==> src/rtl/rs_encode_stream_out_ctrl_if.sv <==
// Handshake and metadata bundle between the RS encoder output sequencer and its
// neighbours: the input controller, the RS units, the datapath mux and the destination.
interface rs_encode_stream_out_ctrl_if #(
  parameter int NUM_RS_UNITS   = 4,
  parameter int NUM_RS_UNITS_W = (NUM_RS_UNITS > 1) ? $clog2(NUM_RS_UNITS) : 1,
  parameter int BLOCK_CNT_W    = 16
);
  logic                      in_ctrl_out_ctrl_val;
  logic                      out_ctrl_in_ctrl_rdy;
  logic [BLOCK_CNT_W-1:0]    in_ctrl_out_ctrl_num_blocks;
  logic [NUM_RS_UNITS-1:0]   rs_units_out_ctrl_val;
  logic [NUM_RS_UNITS-1:0]   out_ctrl_rs_units_rdy;
  logic [NUM_RS_UNITS_W-1:0] out_ctrl_out_datap_unit_sel;
  logic                      out_ctrl_out_datap_store_meta;
  logic                      stream_encoder_dst_resp_val;
  logic                      dst_stream_encoder_resp_rdy;
  logic                      stream_encoder_dst_resp_data_val;
  logic                      dst_stream_encoder_resp_data_rdy;
  logic                      stream_encoder_dst_resp_data_last;

  modport master (
    input  in_ctrl_out_ctrl_val, in_ctrl_out_ctrl_num_blocks, rs_units_out_ctrl_val,
           dst_stream_encoder_resp_rdy, dst_stream_encoder_resp_data_rdy,
    output out_ctrl_in_ctrl_rdy, out_ctrl_rs_units_rdy, out_ctrl_out_datap_unit_sel,
           out_ctrl_out_datap_store_meta, stream_encoder_dst_resp_val,
           stream_encoder_dst_resp_data_val, stream_encoder_dst_resp_data_last
  );

  modport slave (
    output in_ctrl_out_ctrl_val, in_ctrl_out_ctrl_num_blocks, rs_units_out_ctrl_val,
           dst_stream_encoder_resp_rdy, dst_stream_encoder_resp_data_rdy,
    input  out_ctrl_in_ctrl_rdy, out_ctrl_rs_units_rdy, out_ctrl_out_datap_unit_sel,
           out_ctrl_out_datap_store_meta, stream_encoder_dst_resp_val,
           stream_encoder_dst_resp_data_val, stream_encoder_dst_resp_data_last
  );
endinterface

==> src/rtl/rs_encode_stream_out_ctrl.sv <==
// Output sequencer for the streaming RS encoder: header beat, then round-robin block drain.
// One cycle to accept metadata; data valid/last follow the selected unit, unit rdy passes dst rdy through.
module rs_encode_stream_out_ctrl #(
  parameter int NUM_RS_UNITS   = 4,
  parameter int NUM_RS_UNITS_W = (NUM_RS_UNITS > 1) ? $clog2(NUM_RS_UNITS) : 1,
  parameter int BLOCK_LINES    = 4,
  parameter int BLOCK_LINES_W  = $clog2(BLOCK_LINES + 1),
  parameter int BLOCK_CNT_W    = 16
) (
  input  logic                        clk,
  input  logic                        rst,
  rs_encode_stream_out_ctrl_if.master bus
);
  typedef enum logic [1:0] {
    READY     = 2'd0,
    SEND_META = 2'd1,
    DRAIN     = 2'd2
  } state_e;

  localparam logic [NUM_RS_UNITS_W-1:0] LAST_UNIT = NUM_RS_UNITS_W'(NUM_RS_UNITS - 1);
  localparam logic [BLOCK_LINES_W-1:0]  LAST_LINE = BLOCK_LINES_W'(BLOCK_LINES - 1);

  state_e                    state_q;
  logic [NUM_RS_UNITS_W-1:0] unit_sel_q;
  logic [BLOCK_LINES_W-1:0]  line_cnt_q;
  logic [BLOCK_CNT_W-1:0]    blk_cnt_q;
  logic                      in_rdy_q;
  logic                      store_meta_q;
  logic                      resp_val_q;

  logic sel_val;
  logic beat;
  logic last_blk;

  assign sel_val  = bus.rs_units_out_ctrl_val[unit_sel_q];
  assign last_blk = (blk_cnt_q == BLOCK_CNT_W'(1));

  assign bus.out_ctrl_in_ctrl_rdy          = in_rdy_q;
  assign bus.out_ctrl_out_datap_store_meta = store_meta_q;
  assign bus.stream_encoder_dst_resp_val   = resp_val_q;
  assign bus.out_ctrl_out_datap_unit_sel   = unit_sel_q;

  // Only the unit whose turn it is sees the destination ready; the others hold their lines.
  always_comb begin
    bus.stream_encoder_dst_resp_data_val  = 1'b0;
    bus.stream_encoder_dst_resp_data_last = 1'b0;
    bus.out_ctrl_rs_units_rdy             = '0;
    beat                                  = 1'b0;
    case (state_q)
      READY, SEND_META: begin
      end
      DRAIN: begin
        bus.stream_encoder_dst_resp_data_val      = sel_val;
        bus.stream_encoder_dst_resp_data_last     = sel_val & (line_cnt_q == LAST_LINE) & last_blk;
        bus.out_ctrl_rs_units_rdy[unit_sel_q]     = bus.dst_stream_encoder_resp_data_rdy;
        beat = sel_val & bus.dst_stream_encoder_resp_data_rdy;
      end
      default: begin
        bus.stream_encoder_dst_resp_data_val  = 1'bx;
        bus.stream_encoder_dst_resp_data_last = 1'bx;
        bus.out_ctrl_rs_units_rdy             = 'x;
        beat                                  = 1'bx;
      end
    endcase
  end

  always_ff @(posedge clk) begin
    if (rst) begin
      state_q      <= READY;
      unit_sel_q   <= '0;
      line_cnt_q   <= '0;
      blk_cnt_q    <= '0;
      in_rdy_q     <= 1'b1;
      store_meta_q <= 1'b1;
      resp_val_q   <= 1'b0;
    end else begin
      case (state_q)
        READY: begin
          if (bus.in_ctrl_out_ctrl_val) begin
            blk_cnt_q    <= bus.in_ctrl_out_ctrl_num_blocks;
            unit_sel_q   <= '0;
            line_cnt_q   <= '0;
            in_rdy_q     <= 1'b0;
            store_meta_q <= 1'b0;
            resp_val_q   <= 1'b1;
            state_q      <= SEND_META;
          end
        end
        SEND_META: begin
          if (bus.dst_stream_encoder_resp_rdy) begin
            resp_val_q <= 1'b0;
            if (blk_cnt_q == '0) begin
              in_rdy_q     <= 1'b1;
              store_meta_q <= 1'b1;
              state_q      <= READY;
            end else begin
              state_q <= DRAIN;
            end
          end
        end
        DRAIN: begin
          if (beat) begin
            if (line_cnt_q == LAST_LINE) begin
              line_cnt_q <= '0;
              blk_cnt_q  <= blk_cnt_q - BLOCK_CNT_W'(1);
              if (last_blk) begin
                unit_sel_q   <= '0;
                in_rdy_q     <= 1'b1;
                store_meta_q <= 1'b1;
                state_q      <= READY;
              end else if (unit_sel_q == LAST_UNIT) begin
                // explicit wrap so a non-power-of-2 unit count never selects a missing unit
                unit_sel_q <= '0;
              end else begin
                unit_sel_q <= unit_sel_q + NUM_RS_UNITS_W'(1);
              end
            end else begin
              line_cnt_q <= line_cnt_q + BLOCK_LINES_W'(1);
            end
          end
        end
        default: begin
          state_q      <= state_e'('x);
          unit_sel_q   <= 'x;
          line_cnt_q   <= 'x;
          blk_cnt_q    <= 'x;
          in_rdy_q     <= 1'bx;
          store_meta_q <= 1'bx;
          resp_val_q   <= 1'bx;
        end
      endcase
    end
  end
endmodule

==> src/flat_wrapper.sv <==
// flat-port wrapper written by rule: the top's interface ports become plain ports
module rs_encode_stream_out_ctrl_flat 
#(
  parameter int NUM_RS_UNITS   = 4,
  parameter int NUM_RS_UNITS_W = (NUM_RS_UNITS > 1) ? $clog2(NUM_RS_UNITS) : 1,
  parameter int BLOCK_LINES    = 4,
  parameter int BLOCK_LINES_W  = $clog2(BLOCK_LINES + 1),
  parameter int BLOCK_CNT_W    = 16
)
  (clk, rst, bus_in_ctrl_out_ctrl_val, bus_in_ctrl_out_ctrl_num_blocks, bus_rs_units_out_ctrl_val, bus_dst_stream_encoder_resp_rdy, bus_dst_stream_encoder_resp_data_rdy, bus_out_ctrl_in_ctrl_rdy, bus_out_ctrl_rs_units_rdy, bus_out_ctrl_out_datap_unit_sel, bus_out_ctrl_out_datap_store_meta, bus_stream_encoder_dst_resp_val, bus_stream_encoder_dst_resp_data_val, bus_stream_encoder_dst_resp_data_last);
  rs_encode_stream_out_ctrl_if #(.NUM_RS_UNITS(NUM_RS_UNITS), .NUM_RS_UNITS_W(NUM_RS_UNITS_W), .BLOCK_CNT_W(BLOCK_CNT_W)) bus_i ();
  input  logic clk;
  input  logic rst;
  input wire logic [$bits(bus_i.in_ctrl_out_ctrl_val)-1:0] bus_in_ctrl_out_ctrl_val;
  input wire logic [$bits(bus_i.in_ctrl_out_ctrl_num_blocks)-1:0] bus_in_ctrl_out_ctrl_num_blocks;
  input wire logic [$bits(bus_i.rs_units_out_ctrl_val)-1:0] bus_rs_units_out_ctrl_val;
  input wire logic [$bits(bus_i.dst_stream_encoder_resp_rdy)-1:0] bus_dst_stream_encoder_resp_rdy;
  input wire logic [$bits(bus_i.dst_stream_encoder_resp_data_rdy)-1:0] bus_dst_stream_encoder_resp_data_rdy;
  output wire logic [$bits(bus_i.out_ctrl_in_ctrl_rdy)-1:0] bus_out_ctrl_in_ctrl_rdy;
  output wire logic [$bits(bus_i.out_ctrl_rs_units_rdy)-1:0] bus_out_ctrl_rs_units_rdy;
  output wire logic [$bits(bus_i.out_ctrl_out_datap_unit_sel)-1:0] bus_out_ctrl_out_datap_unit_sel;
  output wire logic [$bits(bus_i.out_ctrl_out_datap_store_meta)-1:0] bus_out_ctrl_out_datap_store_meta;
  output wire logic [$bits(bus_i.stream_encoder_dst_resp_val)-1:0] bus_stream_encoder_dst_resp_val;
  output wire logic [$bits(bus_i.stream_encoder_dst_resp_data_val)-1:0] bus_stream_encoder_dst_resp_data_val;
  output wire logic [$bits(bus_i.stream_encoder_dst_resp_data_last)-1:0] bus_stream_encoder_dst_resp_data_last;
  assign bus_i.in_ctrl_out_ctrl_val = bus_in_ctrl_out_ctrl_val;
  assign bus_i.in_ctrl_out_ctrl_num_blocks = bus_in_ctrl_out_ctrl_num_blocks;
  assign bus_i.rs_units_out_ctrl_val = bus_rs_units_out_ctrl_val;
  assign bus_i.dst_stream_encoder_resp_rdy = bus_dst_stream_encoder_resp_rdy;
  assign bus_i.dst_stream_encoder_resp_data_rdy = bus_dst_stream_encoder_resp_data_rdy;
  assign bus_out_ctrl_in_ctrl_rdy = bus_i.out_ctrl_in_ctrl_rdy;
  assign bus_out_ctrl_rs_units_rdy = bus_i.out_ctrl_rs_units_rdy;
  assign bus_out_ctrl_out_datap_unit_sel = bus_i.out_ctrl_out_datap_unit_sel;
  assign bus_out_ctrl_out_datap_store_meta = bus_i.out_ctrl_out_datap_store_meta;
  assign bus_stream_encoder_dst_resp_val = bus_i.stream_encoder_dst_resp_val;
  assign bus_stream_encoder_dst_resp_data_val = bus_i.stream_encoder_dst_resp_data_val;
  assign bus_stream_encoder_dst_resp_data_last = bus_i.stream_encoder_dst_resp_data_last;
  rs_encode_stream_out_ctrl #(.NUM_RS_UNITS(NUM_RS_UNITS), .NUM_RS_UNITS_W(NUM_RS_UNITS_W), .BLOCK_LINES(BLOCK_LINES), .BLOCK_LINES_W(BLOCK_LINES_W), .BLOCK_CNT_W(BLOCK_CNT_W)) u_core (.clk(clk), .rst(rst), .bus(bus_i));
endmodule
==> config.mk <==
export PLATFORM = sky130hd
export DESIGN_NAME = rs_encode_stream_out_ctrl_flat
export DESIGN_NICKNAME = d
export VERILOG_FILES = /design/src/rtl/rs_encode_stream_out_ctrl_if.sv /design/src/rtl/rs_encode_stream_out_ctrl.sv /design/src/flat_wrapper.sv
export SDC_FILE = /design/constraint.sdc
export NUM_CORES = 1
export LEC_CHECK = 0
export ABC_CLOCK_PERIOD_IN_PS = 2650
export CORE_ASPECT_RATIO = 0.75
export CORE_UTILIZATION = 30
export CTS_BUF_LIST = sky130_fd_sc_hd__clkbuf_4
export DETAILED_ROUTE_END_ITERATION = 10
export SLEW_MARGIN = 30
export SYNTH_ARGS = -nofsm -noshare
export SYNTH_HDL_FRONTEND = slang
export SYNTH_SLANG_ARGS = --single-unit
==> constraint.sdc <==
create_clock -name clk -period 2.65 [get_ports clk]
set_input_delay 0.53 -clock clk [delete_from_list [all_inputs] [get_ports clk]]
set_output_delay 0.53 -clock clk [all_outputs]
set_load 0.005 [all_outputs]
==> results.txt, run 1 <==
Crit end category = output port
GRT Total Usage = 16.0%
Initial Util = 31.1%
Post-Syn Area = 1670 sq um
Multi-input gate area = 1080 sq um
Min-Delay Path Depth = 2
Detailed route wirelength on metal3 = 278 um
Clock Skews = 0.00379 ns
Design area = 2230 sq um
Post-synthesis average cell area = 7.86 sq um
Register area = 500 sq um
Io pins = 36
Startpoint types = register
Worst slew margin = 73.4%
CP peak stage delay = 0.58 ns
PortBufs = 35
Arrival time at the worst endpoint = 2.07 ns
PD cells = 958 nW/um^2
Slew Viols, Final = 0
Worst Path Buf+Inv = 2
NumNets Final = 293
Worst-Margin Slew = 0.397 ns
Dpl cells = 327
Die Wd = 88.1 um
RSZ-0062 raised after global routing = true
Final Power = 2.14 mW
Post-synthesis sequential area ratio = 30.0%
DRT antenna net count = 0
Fill count = 564
NetSw = 0.962 mW
Post-DP HPWL = 3.44 mm
Post-CTS Setup Bufs = 0
Longest Clk Path Bufs = 2
Sw Ratio = 45.1%
Reg2reg path depth = 8
CP Data Required Time = 2.12 ns
Routability cong. = 0.801
Initial DRC Count = 88
Part of the power in combinational logic = 62.3%
Pre-CTS setup slack = -0.0186 ns
Die Ht = 66.6 um
Worst Hold Class = reg -> reg
MaxCap Viol Count = 0
Number of antenna diodes = 0
Placed Area = 2180 sq um
Synth Instances = 212
Routed WL per cell = 13.6 um
Core area = 5350 sq um
Result of the run = finished clean
Post-synth net total = 248
Clock Sinks = 25
Critical-path maximum fanout = 4
Number of global-route vias before repair = 1460
Worst-path cell with the longest stage delay = or4_4
Fin util = 41.7%
Final std cells w/o fill = 331
Reg power frac = 28.8%
Global-route wire length before repair = 7.27 mm
Commonest non-fill, non-tap cell in the layout = clkdlybuf4s50_1
Clk_lat worst skew = 0.32 ns
Met2 wire length = 1.82 mm
Most frequent cells in the layout = clkdlybuf4s50_1 (34), a21oi_1 (26), dfxtp_1 (25), nor2_1 (21), buf_4 (18)
Pint = 1.17 mW
Hold WS = 0.502 ns
Reg clk slew, reported paths = 0.14 ns
Vias per cell = 5.12
Crit Path Class = reg -> out
Largest net degree at the start of global routing = 20
Core Rows = 23
Final wirelength = 4.49 mm
FF+latch count, synth = 25
Leakage Power = 0.872 nW
Setup TNS Final = 0 ns
Area delta synth->final = 33.8%
Cell Chain, Critical Path = or4_4 > nor4_4 > buf_4 > nand3_1 > nor2_1 > dlygate4sd2_1
Distinct cell type count after synthesis = 47
Cts bufs inserted = 3
Die area = 5860 sq um
Final worst path period share = 98.2%
Post-synthesis async set-or-reset flop share = 0%
Ratio of cells with drive above 1 in the final layout = 14.5%
Root buffer cell = clkbuf_4
Setup ws final = 0.0486 ns
Grt total ovfl = 0
Worst path top cell family by delay = simple AND/OR/NAND/NOR gates
TritonCTS clock tree = done
Final min period = 2.60 ns
DR pass1 iterations = 4
Clock power share = 8.9%
Post-synth EDFFs = 0
Final setup viols = 0
Final hold violation count = 0
Highest Signal Layer = met4
Met1 WL = 2.37 mm
Peak VDD IR = 413 uV
Number of cells on the critical path = 6
Depth of the CTS H-tree = 1
Main synth FF type = dfxtp_1
Peak Freq = 384 MHz
YS warnings = 0
DRC violations left = 0
Vias = 1696
Hold Buf Count CTS = 0
Initial antenna violation count = 0
-- power groups by stage --
stage                     Clock [mW]  Combinational (mW)  Sequential [mW]
after floorplan                    0               0.879            0.604
after global placement             0                1.28            0.619
after detailed placement           0                1.29            0.618
after CTS                      0.197                1.31            0.610
after global routing           0.212                1.47            0.631
final                          0.190                1.33            0.615
-- flip-flops by register name, summed over array words and instances (netlist names) --
register / count
u_core.blk_cnt_q: 16
u_core.line_cnt_q: 3
u_core.bus.out_ctrl_out_datap_unit_sel: 2
u_core.state_q: 2
u_core.bus.out_ctrl_in_ctrl_rdy: 1
u_core.bus.stream_encoder_dst_resp_val: 1
-- what timing repair did --
| item | in CTS | in global routing |
|---|---|---|
| endpoints found under the setup margin | 1 | 5 |
| pin swaps | 1 | 0 |
| hold endpoints to repair | 0 | 0 |
| resized for setup | 2 | 2 |
-- worst register-to-register path: stages (launching register included) --
cell	delay [ns]
dfxtp_1	0.37
inv_1	0.12
ha_1	0.21
or4b_2	0.59
o41ai_1	0.28
buf_4	0.18
nand3b_1	0.18
o22ai_1	0.18
o31ai_1	0.09
-- cell usage after synthesis (all sizes together) (2+ instances only) --
cell type	number	share of area [%]
o32ai	5	3.1
buf	4	1.7
nor2	21	4.7
and3b	2	1.1
and3	4	1.5
dfxtp	25	30
o21ai	15	4.5
o31ai	3	1.4
or3	6	2.4
nor4	4	1.5
and2	2	0.75
o21a	2	0.90
or4	6	3.6
nor2b	6	2.3
clkbuf	9	2.0
nor3	8	2.4
inv	11	2.5
or2	2	0.75
nand3b	2	0.90
o2bb2ai	2	1.1
a21oi	26	7.8
nand2	12	2.7
ha	11	8.3
nand2b	4	1.5
mux2i	3	1.8
or4b	2	1.2
-- path summary, 6_finish.rpt --
path / start / to / slack [ns]
setup / recovery: u_core.blk_cnt_q[8] / bus_stream_encoder_dst_resp_data_last / 0.05
hold / removal: u_core.blk_cnt_q[13] / u_core.blk_cnt_q[13] / 0.50
setup reg to reg: u_core.blk_cnt_q[1] / u_core.bus.out_ctrl_in_ctrl_rdy / 0.35
hold reg to reg: u_core.blk_cnt_q[13] / u_core.blk_cnt_q[13] / 0.50
-- layer usage --
metal	vias up	track usage [%]
met5	-	0
met4	0	2.22
met3	2	3.59
met2	45	22.1
met1	790	25.2
li1	859	-
-- cell type report --
cell class                 count  share of cell area, %
inverter                      12                   2.02
multi-input combinational    162                   48.3
clock buffer                   4                   1.35
timing repair buffer          53                   21.7
tap                           75                   4.21
sequential                    25                   22.4
-- cells by family after synthesis --
group           synth area share, %
compound gates                 22.4
xor+xnor                      0.526
fa+ha+maj                      8.26
buf+inv                        6.46
flops                          30.0
mux                            3.83
simple gates                   28.5
(Power assumes the default switching activity.)
==> run 2: changes to the inputs <==
- CAP_MARGIN: unset -> 20
- CORE_MARGIN: unset -> 2
- SLEW_MARGIN: 30 -> unset
==> results.txt, run 2 (synthesis gave the netlist of run 1 again) <==
Post-DP HPWL = 3.48 mm
Worst-Margin Slew = 0.484 ns
Worst-path cell with the longest stage delay = clkdlybuf4s50_1
Result of the run = finished clean
Clock Sinks = 25
Grt total ovfl = 0
Io pins = 36
Hold Buf Count CTS = 0
Final wirelength = 4.52 mm
Final setup viols = 0
DRC violations left = 0
Max reg flops = 16
Final Power = 2.16 mW
Core Rows = 23
Peak VDD IR = 425 uV
Leakage Power = 0.876 nW
Setup TNS Final = 0 ns
Startpoint types = input port
Clock Skews = 0.00142 ns
Dpl cells = 326
Largest net degree at the start of global routing = 16
Worst Hold Class = reg -> reg
Final min period = 2.60 ns
NumNets Final = 294
Global-route wire length before repair = 7.47 mm
Hold WS = 0.490 ns
Die area = 6170 sq um
Cell Chain, Critical Path = clkdlybuf4s50_1 > mux4_2 > and2_1 > clkdlybuf4s50_1
Final worst path period share = 98.0%
DR pass1 iterations = 5
Peak Freq = 385 MHz
Depth of the CTS H-tree = 1
Die Ht = 68.6 um
Root buffer cell = clkbuf_4
Most flops, register = u_core.blk_cnt_q
Slew Viols, Final = 0
Final hold violation count = 0
Biggest registers after layout = u_core.blk_cnt_q x16, u_core.line_cnt_q x3
DRT antenna net count = 0
Routability cong. = 0.823
Clk_lat worst skew = 0.32 ns
Vias = 1646
GRT Total Usage = 15.1%
Number of antenna diodes = 0
Worst slew margin = 67.7%
Most frequent cells in the layout = clkdlybuf4s50_1 (34), a21oi_1 (26), nor2_1 (21), dfxtp_1 (20), buf_4 (19)
Critical-path maximum fanout = 2
Reg clk slew, reported paths = 0.14 ns
CP Data Required Time = 2.12 ns
Initial antenna violation count = 0
Longest Clk Path Bufs = 2
Crit end category = output port
Commonest non-fill, non-tap cell in the layout = clkdlybuf4s50_1
PortBufs = 35
Final std cells w/o fill = 332
Number of global-route vias before repair = 1523
CP peak stage delay = 0.49 ns
RSZ-0062 raised after global routing = false
Area delta synth->final = 33.7%
Crit Path Class = in -> out
Die Wd = 90.1 um
Ratio of cells with drive above 1 in the final layout = 16.7%
Worst path top cell family by delay = buffers and inverters
Initial Util = 31.1%
Most frequent CP cell = clkdlybuf4s50_1
TritonCTS clock tree = done
Initial DRC Count = 90
Core area = 5350 sq um
Cts bufs inserted = 3
Routed WL per cell = 13.6 um
Arrival time at the worst endpoint = 2.07 ns
MaxCap Viol Count = 0
Vias per cell = 4.96
PD cells = 968 nW/um^2
Worst Path Buf+Inv = 2
==> run 2: changes by cell type in the layout (fill, tap and decap cells not counted) <==
cell | previous run | this run
dfxtp_1 | 25 | 20
ha_1 | 10 | 11
buf_4 | 18 | 19
nor4_2 | 0 | 1
dfxtp_2 | 0 | 5
dlygate4sd2_1 | 1 | 0
clkbuf_2 | 0 | 1
ha_2 | 1 | 0
nor4_4 | 1 | 0
==> run 2: path summary, 6_finish.rpt <==
path,cells past startpoint,from,to,slack [ns]
max,4,bus_rs_units_out_ctrl_val[1],bus_stream_encoder_dst_resp_data_val,0.05
min,2,u_core.blk_cnt_q[11],u_core.blk_cnt_q[11],0.49
max reg2reg,8,u_core.blk_cnt_q[1],u_core.bus.out_ctrl_in_ctrl_rdy,0.35
min reg2reg,2,u_core.blk_cnt_q[11],u_core.blk_cnt_q[11],0.49
==> run 2: area by class of cell <==
type	instances	area, sq um
fill	568	3120
multi-input combinational	162	1060
sequential	25	507
timing repair buffer	54	488
tap	75	93.8
inverter	12	45.0
clock buffer	4	30.0
==> run 2: worst min-delay path, delay by kind of cell, from the launching register on <==
kind	cells	cell delay, ns
AO/OA/AOI/OAI	2	0.12
flip-flops	1	0.34
==> run 2: what timing repair did <==
action,in CTS,in global routing
resized for setup,4,5
setup buffers,1,1
setup endpoints to repair,1,1
pin swaps,0,3
endpoints found under the hold margin,0,0
==> run 2: per-layer routing <==
metal | routed length, um | part of all wire, % | vias up | global-route usage [%]
met5 | 0 | 0 | - | 0
met4 | 16 | 0.35 | 0 | 1.73
met3 | 297 | 6.6 | 2 | 3.80
met2 | 1840 | 41 | 36 | 22.8
met1 | 2370 | 52 | 751 | 22.3
li1 | - | - | 857 | -
==> run 2: power by group <==
part | switching (mW) | leakage [nW] | internal (mW)
registers | 0.117 | 0.207 | 0.509
clock network | 0.120 | 0.0184 | 0.0691
logic | 0.716 | 0.650 | 0.627
total | 0.953 | 0.876 | 1.20
==> run 2: through the flow <==
stage | area, sq um | setup WS [ns] | utilization (%)
floorplan | 1670 | 0.523 | -
global placement | 2180 | -0.0191 | 40.6
detailed placement | 2180 | -0.0191 | 40.6
CTS | 2220 | 0.0433 | 41.5
global route | 2230 | 0.00260 | 41.6
finish | 2230 | 0.0541 | 41.6
==> run 3: changes to the inputs <==
- SKIP_LAST_GASP: unset -> 1
==> results of run 3 <==
Same layout as run 2: the final DEF is identical, and so are final timing and power.
